<file path="config.mk">
export PLATFORM = sky130hd
export DESIGN_NAME = cam_match_scheduler
export DESIGN_NICKNAME = d
export VERILOG_FILES = /design/src/rtl/cam_pkg.sv /design/src/rtl/cam_lsb_finder.sv /design/src/rtl/cam_match_scheduler.sv
export SDC_FILE = /design/constraint.sdc
export NUM_CORES = 1
export LEC_CHECK = 0
export ABC_CLOCK_PERIOD_IN_PS = 7400
export CAP_MARGIN = 30
export CORE_ASPECT_RATIO = 1.5
export CORE_MARGIN = 2
export CORE_UTILIZATION = 58
export CTS_BUF_LIST = sky130_fd_sc_hd__clkbuf_2
export DETAILED_ROUTE_END_ITERATION = 8
export PLACE_DENSITY = 0.78
export RECOVER_POWER = 50
export SLEW_MARGIN = 20
export SYNTH_ARGS = -nofsm -noshare
export SYNTH_HDL_FRONTEND = slang
export SYNTH_HIERARCHICAL = 1
export SYNTH_SLANG_ARGS = --single-unit
export TNS_END_PERCENT = 30
</file>
<file path="constraint.sdc">
create_clock -name clk -period 7.4 [get_ports clk]
set_clock_uncertainty 0.2 [all_clocks]
set_input_delay 1.48 -clock clk [delete_from_list [all_inputs] [get_ports clk]]
set_output_delay 1.48 -clock clk [all_outputs]
set_load 0.02 [all_outputs]
</file>
<file path="src/rtl/cam_pkg.sv">
// Shared types and helpers for the CAM match scheduler: the default geometry,
// the scheduler state encoding and a popcount used to report the match total.
package cam_pkg;

  localparam int CAM_ENTRIES = 32;
  localparam int CAM_IDX_W   = $clog2(CAM_ENTRIES);

  typedef logic [CAM_ENTRIES-1:0] match_vec_t;
  typedef logic [CAM_IDX_W-1:0]   cam_idx_t;

  typedef enum logic {
    IDLE  = 1'b0,
    ISSUE = 1'b1
  } sched_state_e;

  // Works for any vector up to the largest legal ENTRIES (64); callers
  // zero-extend narrower vectors and truncate the result to their count width.
  function automatic logic [6:0] popcount(input logic [63:0] v);
    logic [6:0] n;
    n = '0;
    for (int i = 0; i < 64; i++) begin
      n = n + {6'd0, v[i]};
    end
    return n;
  endfunction

endpackage

</file>
<file path="src/rtl/cam_lsb_finder.sv">
// Combinational lowest-set-bit finder. Produces the index and one-hot mask of
// the lowest set bit, plus any-set and exactly-one-set flags.
module cam_lsb_finder #(
  parameter int ENTRIES = 32,
  parameter int IDX_W   = $clog2(ENTRIES)
) (
  input  logic [ENTRIES-1:0] i_vec,
  output logic [IDX_W-1:0]   o_idx,
  output logic [ENTRIES-1:0] o_onehot,
  output logic               o_any,
  output logic               o_single
);

  // Scan from the top down so the lowest set bit is the last one written.
  always_comb begin
    o_idx = '0;
    for (int i = ENTRIES - 1; i >= 0; i--) begin
      if (i_vec[i]) begin
        o_idx = IDX_W'(i);
      end
    end
    o_onehot = i_vec & (~i_vec + ENTRIES'(1));
    o_any    = |i_vec;
    o_single = o_any && ((i_vec & (i_vec - ENTRIES'(1))) == '0);
  end

endmodule

</file>
<file path="src/rtl/cam_match_scheduler.sv">
// Captures one CAM match vector and issues every matching index in ascending
// order, one per valid/ready handshake. Served bits are cleared from the
// pending copy; the index, last flag and one-hot of the next entry to serve
// are computed from the value pending is about to take and registered with it.
//
//   state | meaning
//   IDLE  | ready for a new match vector; zero vectors report miss here
//   ISSUE | presenting indices of the pending vector until empty or flushed
module cam_match_scheduler
  import cam_pkg::*;
#(
  parameter int ENTRIES = CAM_ENTRIES,
  parameter int IDX_W   = $clog2(ENTRIES)
) (
  input  logic               clk,
  input  logic               reset,
  input  logic               search_valid_i,
  output logic               search_ready_o,
  input  logic [ENTRIES-1:0] match_vec_i,
  output logic               idx_valid_o,
  input  logic               idx_ready_i,
  output logic [IDX_W-1:0]   idx_o,
  output logic               idx_last_o,
  output logic [IDX_W:0]     match_count_o,
  output logic               done_o,
  output logic               miss_o,
  input  logic               flush_i
);

  sched_state_e       r_state;
  logic [ENTRIES-1:0] r_pending;
  logic [ENTRIES-1:0] r_onehot;
  logic [IDX_W-1:0]   r_idx;
  logic               r_valid;
  logic               r_last;
  logic               r_done;
  logic               r_miss;
  logic [IDX_W:0]     r_count;

  logic [ENTRIES-1:0] w_pending_nxt;
  logic [ENTRIES-1:0] w_nxt_onehot;
  logic [IDX_W-1:0]   w_nxt_idx;
  logic               w_nxt_any;
  logic               w_nxt_single;
  logic               w_accept;
  logic               w_xfer;

  // Ready is masked by reset so no search can be offered during reset.
  assign search_ready_o = (r_state == IDLE) && !reset;
  assign w_accept       = search_valid_i && search_ready_o;
  // Flush wins over a coincident handshake: that index is not transferred.
  assign w_xfer         = (r_state == ISSUE) && r_valid && idx_ready_i && !flush_i;

  // Value the pending vector takes at the next edge (reset handled in the FSM).
  always_comb begin
    w_pending_nxt = r_pending;
    if (r_state == IDLE) begin
      if (w_accept) begin
        w_pending_nxt = match_vec_i;
      end
    end else if (flush_i) begin
      w_pending_nxt = '0;
    end else if (w_xfer) begin
      w_pending_nxt = r_pending & ~r_onehot;
    end
  end

  cam_lsb_finder #(
    .ENTRIES (ENTRIES),
    .IDX_W   (IDX_W)
  ) u_finder (
    .i_vec    (w_pending_nxt),
    .o_idx    (w_nxt_idx),
    .o_onehot (w_nxt_onehot),
    .o_any    (w_nxt_any),
    .o_single (w_nxt_single)
  );

  // Scheduler FSM with registered handshake and status outputs.
  always_ff @(posedge clk) begin
    if (reset) begin
      r_state   <= IDLE;
      r_pending <= '0;
      r_onehot  <= '0;
      r_idx     <= '0;
      r_valid   <= 1'b0;
      r_last    <= 1'b0;
      r_done    <= 1'b0;
      r_miss    <= 1'b0;
      r_count   <= '0;
    end else begin
      r_done <= 1'b0;
      r_miss <= 1'b0;
      case (r_state)
        IDLE: begin
          if (w_accept) begin
            r_pending <= w_pending_nxt;
            r_onehot  <= w_nxt_onehot;
            r_idx     <= w_nxt_idx;
            r_last    <= w_nxt_single;
            r_valid   <= w_nxt_any;
            r_count   <= (IDX_W + 1)'(popcount(64'(match_vec_i)));
            if (w_nxt_any) begin
              r_state <= ISSUE;
            end else begin
              r_miss <= 1'b1;
              r_done <= 1'b1;
            end
          end
        end
        ISSUE: begin
          if (flush_i || w_xfer) begin
            r_pending <= w_pending_nxt;
            r_onehot  <= w_nxt_onehot;
            r_idx     <= w_nxt_idx;
            r_last    <= w_nxt_single;
            r_valid   <= w_nxt_any;
            if (!w_nxt_any) begin
              r_state <= IDLE;
            end
            if (w_xfer && r_last) begin
              r_done <= 1'b1;
            end
          end
        end
        default: begin
          r_state <= IDLE;
        end
      endcase
    end
  end

  assign idx_valid_o   = r_valid;
  assign idx_o         = r_idx;
  assign idx_last_o    = r_last;
  assign match_count_o = r_count;
  assign done_o        = r_done;
  assign miss_o        = r_miss;

endmodule

</file>
Word level (Yosys, flattened, before mapping)
Index checks and enable logic that the tools add are counted.
{"block": "classes", "bitwise_logic": 6, "mux": 60, "add_sub_neg": 33, "n_reduce_logical": 15, "n_eq_ne": 2}
{"cell": "2-to-1 mux 32 bit", "count": 8}
{"cell": "2-to-1 mux 5 bit", "count": 34}
{"cell": "adder 6 x 1 -> 6 bit", "count": 26}
{"cell": "case mux 32 bit (2 select lines)", "count": 2}
{"cell": "AND 32 bit", "count": 3}
{"cell": "inverter 32 bit", "count": 2}
{"cell": "adder 32 x 1 -> 32 bit (second input constant)", "count": 1}
{"cell": "logical NOT 32 bit", "count": 1}
{"cell": "OR reduction 32 bit", "count": 1}
{"cell": "subtractor 32 x 1 -> 32 bit (second input constant)", "count": 1}
{"cell": "2-to-1 mux 1 bit", "count": 11}
{"cell": "case mux 5 bit (2 select lines)", "count": 1}
{"cell": "case mux 1 bit (2 select lines)", "count": 4}
{"cell": "logical AND 1 bit", "count": 7}
{"cell": "adder 5 x 1 -> 6 bit", "count": 1}
{"cell": "adder 4 x 1 -> 5 bit", "count": 1}
{"cell": "adder 3 x 1 -> 4 bit", "count": 1}
{"cell": "AND reduction 2 bit", "count": 2}
{"cell": "adder 2 x 1 -> 3 bit", "count": 1}
{"cell": "adder 1 x 1 -> 2 bit", "count": 1}
{"cell": "logical NOT 1 bit", "count": 2}
{"cell": "!= test 2 x 1 -> 1 bit (second input constant)", "count": 1}
{"cell": "!= test 2 bit (second input constant)", "count": 1}
{"cell": "OR reduction 2 bit", "count": 1}
{"cell": "other kinds (2)", "count": 2}
{"block": "word_totals", "inputBits": 37, "output_inout_bits": 16, "regBits": 80, "wordCells": 125}

Longest topological paths before layout
{"block": "logic_depth", "word_depth": 40, "ltp_mapped": 16, "ltp_nobuf": 15}

Cells and area by module
Netlist, hierarchy kept.
{"module": "cam_match_scheduler", "n_inst": 1, "cells_per_inst": 513, "area_per_inst_um2": 4450.5, "seq_area_each_um2": 1601.5}
{"module": "cam_lsb_finder", "n_inst": 1, "cells_per_inst": 169, "area_per_inst_um2": 1049.8, "seq_area_each_um2": 0.0}

Worst setup path before layout
Ideal clock, no wire load.
{"block": "synth_path", "kind": "input-to-reg", "from": "in match_vec_i[0]", "to": "reg r_count[4], in the netlist match_count_o[4]", "arrival_time_ns": 5.508, "t_required_ns": 7.077, "stages": 15, "path_buffers": 0, "path_slack_ns": 1.570, "setup_ns": 0.123, "path_cell_list": "inv_1 -> fa_1 -> fa_1 -> fa_1 -> fa_1 -> fa_1 -> fa_1 -> inv_1 -> ha_1 -> inv_1 -> fa_1 -> nand2b_1 -> a21oi_1 -> xnor2_1 -> o21ai_0"}
{"block": "synth_between", "elab_chain_len": 31}
{"element": "start: declaration", "line": "cam_match_scheduler.sv:19", "source": "input logic [ENTRIES-1:0] match_vec_i,"}
{"element": "adder 1 x 1 -> 2 bit", "line": "cam_pkg.sv:22", "source": "n = n + {6'd0, v[i]};"}
{"element": "adder 2 x 1 -> 3 bit", "line": "cam_pkg.sv:22"}
{"element": "adder 3 x 1 -> 4 bit", "line": "cam_pkg.sv:22"}
{"element": "adder 4 x 1 -> 5 bit", "line": "cam_pkg.sv:22"}
{"element": "adder 5 x 1 -> 6 bit", "line": "cam_pkg.sv:22"}
{"element": "adder 6 x 1 -> 6 bit (26 in a row)", "line": "cam_pkg.sv:22"}
{"element": "end signal: assignment", "line": "cam_match_scheduler.sv:102", "source": "r_count <= (IDX_W + 1)'(popcount(64'(match_vec_i)));"}
{"element": "end: declaration", "line": "cam_match_scheduler.sv:38", "source": "logic [IDX_W:0] r_count;"}
No other way between the ends.
A chain may end at the register's enable or synchronous reset.

Final worst setup path
{"block": "layout_path", "from": "in match_vec_i[11]", "to": "reg r_count[4], in the netlist match_count_o[4]"}
{"block": "layout_between", "elab_chain_len": 21}
{"element": "adder 6 x 1 -> 6 bit (21 in a row)", "line": "cam_pkg.sv:22"}
No other way between the ends.

==> impl_results.rst <==
.. list-table::
   :header-rows: 1

   * - Metric
     - Value
   * - Run status
     - finished, violations left
   * - Violations in the final reports
     - capacitance limit, slew limit
   * - Die Span X
     - 83.5 microns
   * - Count of pins on the block boundary
     - between 50 and 60
   * - Worst ir drop on vdd
     - 0.262 mV
   * - Register clock-pin slew on the reported worst setup and hold paths
     - about 0.24 ns
   * - Mean area per synthesized cell
     - between 8 and 9 sq um
   * - Number of register bits inferred by synthesis
     - 80
   * - Detailed-router iteration count before antenna repair
     - 5
   * - Chip Height
     - between 100 and 150 microns
   * - Remaining global-route overflow
     - 0
   * - TritonCTS clock tree
     - yes
   * - Final critical-path required period
     - ~5.9 ns
   * - Commonest non-fill, non-tap cell in the layout
     - nand2_1
   * - FMAX
     - ~0.17 GHz
   * - Final-layout setup total negative slack
     - 0 ns
   * - Initial antenna violation count
     - 1
   * - Commonest register cell after synthesis
     - dfxtp_1
   * - CP Capture Type
     - register
   * - Routed Antenna Nets
     - 0
   * - Inserted Clock Buffers
     - 9
   * - Kind of path behind the tightest hold check
     - register to register
   * - Total met3 wirelength after detailed routing
     - 818 microns
   * - Top Metal Used
     - met4
   * - Buffer type at the clock tree root
     - clkbuf_2
   * - Num Clock Sinks
     - 80
   * - Number of inserted filler cells in the final layout
     - 855
   * - Startpoint-to-endpoint class of the critical path
     - input port to register
   * - Number of hold buffers added after cts
     - 0
   * - Number of buffers inserted to repair setup after CTS
     - 0
   * - Count of max-cap constraint violations
     - 1
   * - Worst max-slew margin expressed relative to the limit
     - -10.6%
   * - Vias per inst
     - 6.06
   * - CP Launch Type
     - input port
   * - CTS H-tree lvls
     - 3
   * - Clock latency on the worst-skew pair
     - 0.58 ns
   * - Highest-count cells in the layout ignoring fill and taps
     - nand2_1 (96), dfxtp_1 (79), nand3_1 (69), inv_1 (57), a21oi_1 (56)
   * - CTS Buffer Depth
     - 2
   * - Standard-cell row count
     - 43
   * - Fraction of layout cells with a size suffix above 1
     - 6.69%
   * - Pin count of the biggest net entering global routing
     - 82
   * - Count of final hold-check violations
     - 0
   * - Fin Hold WS
     - approximately 0.27 ns
   * - Final routed wire length divided by cell count
     - ~18 microns
   * - Number of resized instances in the post-cts repair step
     - 0
   * - Quantity of I/O buffers inserted on ports
     - 52
   * - Post-synth ARST share
     - 0%
   * - Area enclosed by the die boundary
     - 10300 sq um
   * - DRC errors left
     - 0
   * - Count of mapped cells out of synthesis
     - 682
   * - Synth warnings
     - 6
   * - Via count of the first global-routing pass
     - 4918
   * - All-layer global routing usage
     - 30.0%
   * - Worst-margin pin slew
     - 1.66 ns
   * - Period utilisation layout
     - ~80%
   * - Wire length of the first global-routing pass
     - about 24 mm
   * - Leakage power figure
     - 2.35 nW
   * - Number of synthesized flops with an enable pin
     - 0
   * - Effective utilization at floorplan
     - 59.4%
   * - Final Max Slew Viols
     - 18
   * - Net count reported at finish
     - 780
   * - Netlist area before placement
     - approximately 5500 sq um
   * - Data arrival at the endpoint of the critical path
     - just over 6 ns
   * - Post-synth net total
     - 750
   * - Seq/Total Area, Yosys
     - 29.1%
   * - RSZ-0062 raised after global routing
     - false
   * - Maximum fanout along the worst path
     - 2
   * - Sum of net half-perimeters after detailed placement
     - 10.8 mm
   * - Number of distinct library cells after synthesis
     - 69
   * - Total routed wire length on the met1 layer
     - between 6 and 7 mm
   * - Met2 Routed Length
     - 7.65 mm
   * - Post-synthesis to final-layout area growth
     - 10.2%
   * - Area of the core region
     - 9250 sq um
   * - Final RePlAce weighted congestion
     - 0.894
   * - Total Routed Length
     - 15.2 mm
   * - Vias
     - 5028
   * - # setup viols final
     - 0
   * - CP required
     - 7.69 ns
   * - DRT iter0 DRCs
     - a little over 400
   * - Power per unit of standard cell area
     - 252 nW/um^2
## worst paths after layout
path | depth (start not counted) | to | slack (ns) | startpoint
max | 16 | match_count_o[4] | 1.47 | match_vec_i[11]
min | 2 | match_count_o[5] | 0.27 | match_count_o[5]
max reg2reg | 13 | idx_last_o | 2.31 | r_state
min reg2reg | 2 | match_count_o[5] | 0.27 | match_count_o[5]
## state kept, by name, indices dropped and copies added (netlist names)
name	count
miss_o	1
idx_o	5
r_pending	32
r_state	1
match_count_o	6
idx_last_o	1
r_onehot	32
done_o	1
idx_valid_o	1
## worst max-delay path: stages
cell and delay (ns):
clkdlybuf4s50_1 0.48, inv_1 0.06, fa_1 0.63, fa_1 0.46, fa_1 0.53, fa_1 0.45, fa_1 0.53, fa_1 0.40
inv_1 0.07, ha_1 0.15, inv_1 0.05, fa_1 0.39, nand2b_1 0.16, a21oi_1 0.16, xnor2_1 0.13, o21ai_0 0.09
## layer usage
metal | GRT usage (%) | vias up
li1 | - | 2389
met1 | 34.9 | 2406
met2 | 52.9 | 187
met3 | 5.74 | 46
met4 | 15.1 | 0
met5 | 0 | -
## final cells by class
class | count | area, sq um | area share (%)
multi-input cells | 501 | 3320 | 54.9
flip-flops and latches | 80 | 1600 | 26.4
repair buffers | 63 | 631 | 10.4
inverters | 57 | 214 | 3.53
well taps | 112 | 140 | 2.31
clock inverters | 7 | 101 | 1.67
clock buffers | 9 | 45.0 | 0.743
diodes | 1 | 2.50 | 0.0413
## cells by family (layout without fill, tap and decap cells)
family / Yosys count / count (layout) / share of synthesized area (%)
compound gates: 129 / 129 / 15.7
xor+xnor: 2 / 2 / 0.319
fa+ha+maj: 33 / 33 / 10.7
buf+inv: 101 / 136 / 8.87
flops: 80 / 80 / 29.1
mux: 32 / 32 / 5.82
other cells: 0 / 1 / 0
simple gates: 305 / 305 / 29.4
## Yosys cell counts, types with 4 or more instances
cell type | n | share of area (%)
nor3b_1 | 4 | 0.55
inv_1 | 57 | 3.9
o21ai_0 | 13 | 1.2
o21ai_2 | 25 | 4.0
nand2_1 | 96 | 6.6
clkbuf_1 | 16 | 1.1
mux2i_1 | 32 | 5.8
o31ai_1 | 4 | 0.55
buf_4 | 5 | 0.68
a21oi_1 | 56 | 5.1
dfxtp_1 | 80 | 29
nor2b_1 | 25 | 2.8
fa_1 | 24 | 8.7
nand3_1 | 69 | 6.3
and2_1 | 4 | 0.45
ha_1 | 7 | 1.6
nor4_1 | 5 | 0.57
buf_2 | 10 | 0.91
and3_1 | 8 | 0.91
nor2_1 | 37 | 2.5
clkbuf_2 | 4 | 0.36
o21ai_1 | 5 | 0.45
and2b_1 | 10 | 1.4
buf_6 | 6 | 1.2
nor3_1 | 11 | 1.0
## stage by stage
stage               cell area, sq um  setup WS, ns  power, W  std cells  util, %
floorplan                       5500          1.57   0.00106        682        -
global placement                5950         0.919   0.00121        810     64.3
detailed placement              5990         0.831   0.00125        812     64.7
CTS                             6130          1.49   0.00154        828     66.3
global route                    6060          1.30   0.00166        830     65.5
finish                          6060          1.47   0.00153        830     65.5
## power by group
part           switching, W  internal, W
logic              0.000454     0.000319
registers         0.0000103     0.000455
clock network      0.000176     0.000115
total              0.000640     0.000889
(Power assumes the default switching activity.)
==> variant: new RTL, config.mk and constraints unchanged <==
Make the reset (`reset`) asynchronous in one clocked block.
--- a/src/rtl/cam_match_scheduler.sv
+++ b/src/rtl/cam_match_scheduler.sv
@@ -77,7 +77,7 @@
   );
 
   // Scheduler FSM with registered handshake and status outputs.
-  always_ff @(posedge clk) begin
+  always_ff @(posedge clk or posedge reset) begin
     if (reset) begin
       r_state   <= IDLE;
       r_pending <= '0;
Behaviour: not the same (Yosys sat finds a counterexample within 4 cycles, from zero or initial values and one cycle with reset high; the reset may be asserted at any time).
==> variant against the unedited design <==
  * The run still ends with capacitance limit, slew limit left
  * Worst setup slack gained 30 ps
  * Area after synthesis is 3.8% higher
  * Via count down 6.6%
  * Sequential power is 33% higher
  * Power increased by 54%
  * Design area increased by 5.9%
  * Synthesized cell count shrank 13%
  * Sequential cell count unchanged
  * Routed wire length is 5.4% lower
  * First-iteration DRC count fell by 15%
  * Count of clock-buffer cells in the layout increased by 4
  * Sequential share of layout area up 4.8 points
  * Critical path type unchanged
  * Critical endpoint is now match_count_o[4]
  * Largest power group unchanged
==> variant: results (changes against the unedited design) <==
* CTS H-tree lvls at 3 (unchanged)
* Synth Area in Compound Gates at 15.6% (-0.16 points)
* First-pass GRT wire length at 23.2 mm (-4.7%)
* Seq/Total Area, Yosys at 35.1% (+5.9 points)
* Initial antenna violation count at 1 (unchanged)
* Number of port buffers at 52 (unchanged)
* Worst R2R End: idx_last_o
* Post-Syn Nets at 659 (-12%)
* Post-layout nets at 705 (-9.6%)
* Worst hold slack at 321 ps (+50.7 ps)
* Worst-path clk slew at 220 ps (-20 ps)
* Gpl congestion at 0.921 (+3.1%)
* Router iterations before antenna repair at 5 (unchanged)
* Layout cells sized above 1 at 14.0% (+7.3 points)
* Hold endpoint: match_count_o[0]
* Drt initial violations at 346 (-15%)
* # Post-CTS Setup Buffers at 0 (unchanged)
* Critical Path Start: match_vec_i[0]
* P_clk at 239 uW (-18%)
* Int Pwr at 1.24 mW (+40%)
* Status: finished with violations
* Main area contributors after synthesis: dfrtp_1 35%, fa_1 8.4%, mux2_2 5.7%, mux2i_1 5.6%, inv_1 3.9%
* Max-slew headroom at -76.6% (-66 points)
* Post-Syn Instances at 591 (-13%)
* GRT Total Usage at 27.8% (-2.2 points)
* Largest net degree at the start of global routing at 50 (-39%)
* Clock Path Buffers at 2 (unchanged)
* Final WL at 14.4 mm (-5.4%)
* Tightest Hold Check Type: reg -> reg
* Max-Cap Viols at 1 (unchanged)
* Post-Synth XOR/XNOR Area at 0.153% (-0.17 points)
* PD cells at 366 nW/um^2 (+45%)
* FF-to-FF setup slack at 2740 ps (+430 ps)
* Worst flop-to-flop path startpoint: r_state
* Hold path start: match_count_o[0]
* Slowest library cell on the worst path: fa_1
* Via count of the routed design at 4,698 (-6.6%)
* Vias in the first global route at 4,646 (-5.5%)
* Leakage power at 2.94 nW (+25%)
* Worst setup path endpoint: match_count_o[4]
* Post-synthesis mux area share at 14.0% (+8.1 points)
* Post-synth top cells: 80 x dfrtp_1, 59 x inv_1, 52 x nand2_1
* Async set or reset register ratio after synthesis at 100% (+100 points)
* Worst setup margin at 1500 ps (+30.0 ps)
* Hold Crit Depth at 2 (unchanged)
* Synth Area in Adders at 10.3% (-0.39 points)
* Distinct cells, synth at 65 (-5.8%)
* Dpl ws at 891 ps (+59.7 ps)
* Pins Over Slew Limit at 50 (+32)
* Synth Flop Type: dfrtp_1
* Post-synth EDFFs at 0 (unchanged)
* Total CTS buffers at 9 (unchanged)
* CP max stage delay at 580 ps (-50 ps)
* Failing checks: capacitance limit, slew limit
* Worst reg2reg path depth at 11 (-2)
* Placed Cells at 740 (-8.9%)
* Hpwl dp at 10.7 mm (-1.0%)
* Fraction of power consumed by combinational cells at 63.5% (+13 points)
* VDD IR-drop max at 288 uV (+10%)
* Via/cell ratio at 6.20 (+2.3%)
-- variant: cell count changes after synthesis, moves of 28 or more --
cell     change
dfrtp_1     +80
nand2_1     -44
a21oi_1     -40
o22ai_1     +34
dfxtp_1     -80
nand3_1     -64
mux2_2      +29
o21ai_0     +28
-- variant: cell type report --
class	instances	area (sq um)
fill	785	3220
timing repair buffer	67	624
inverter	59	223
tap	115	144
antenna	1	2.50
multi-input combinational	420	3310
sequential	80	2000
clock inverter	3	43.8
clock buffer	13	65.1
-- variant: per-layer routing --
metal	vias up	routed length, um	GRT usage, %
li1	2199	-	-
met1	2310	5710	34.5
met2	160	7520	48.3
met3	29	702	4.36
met4	0	423	10.6
met5	-	0	0
-- variant: stage by stage --
step | util (%) | area [sq um]
floorplan | - | 5710
global placement | 65.4 | 6300
detailed placement | 65.5 | 6310
CTS | 66.6 | 6410
global route | 66.6 | 6420
finish | 66.6 | 6420
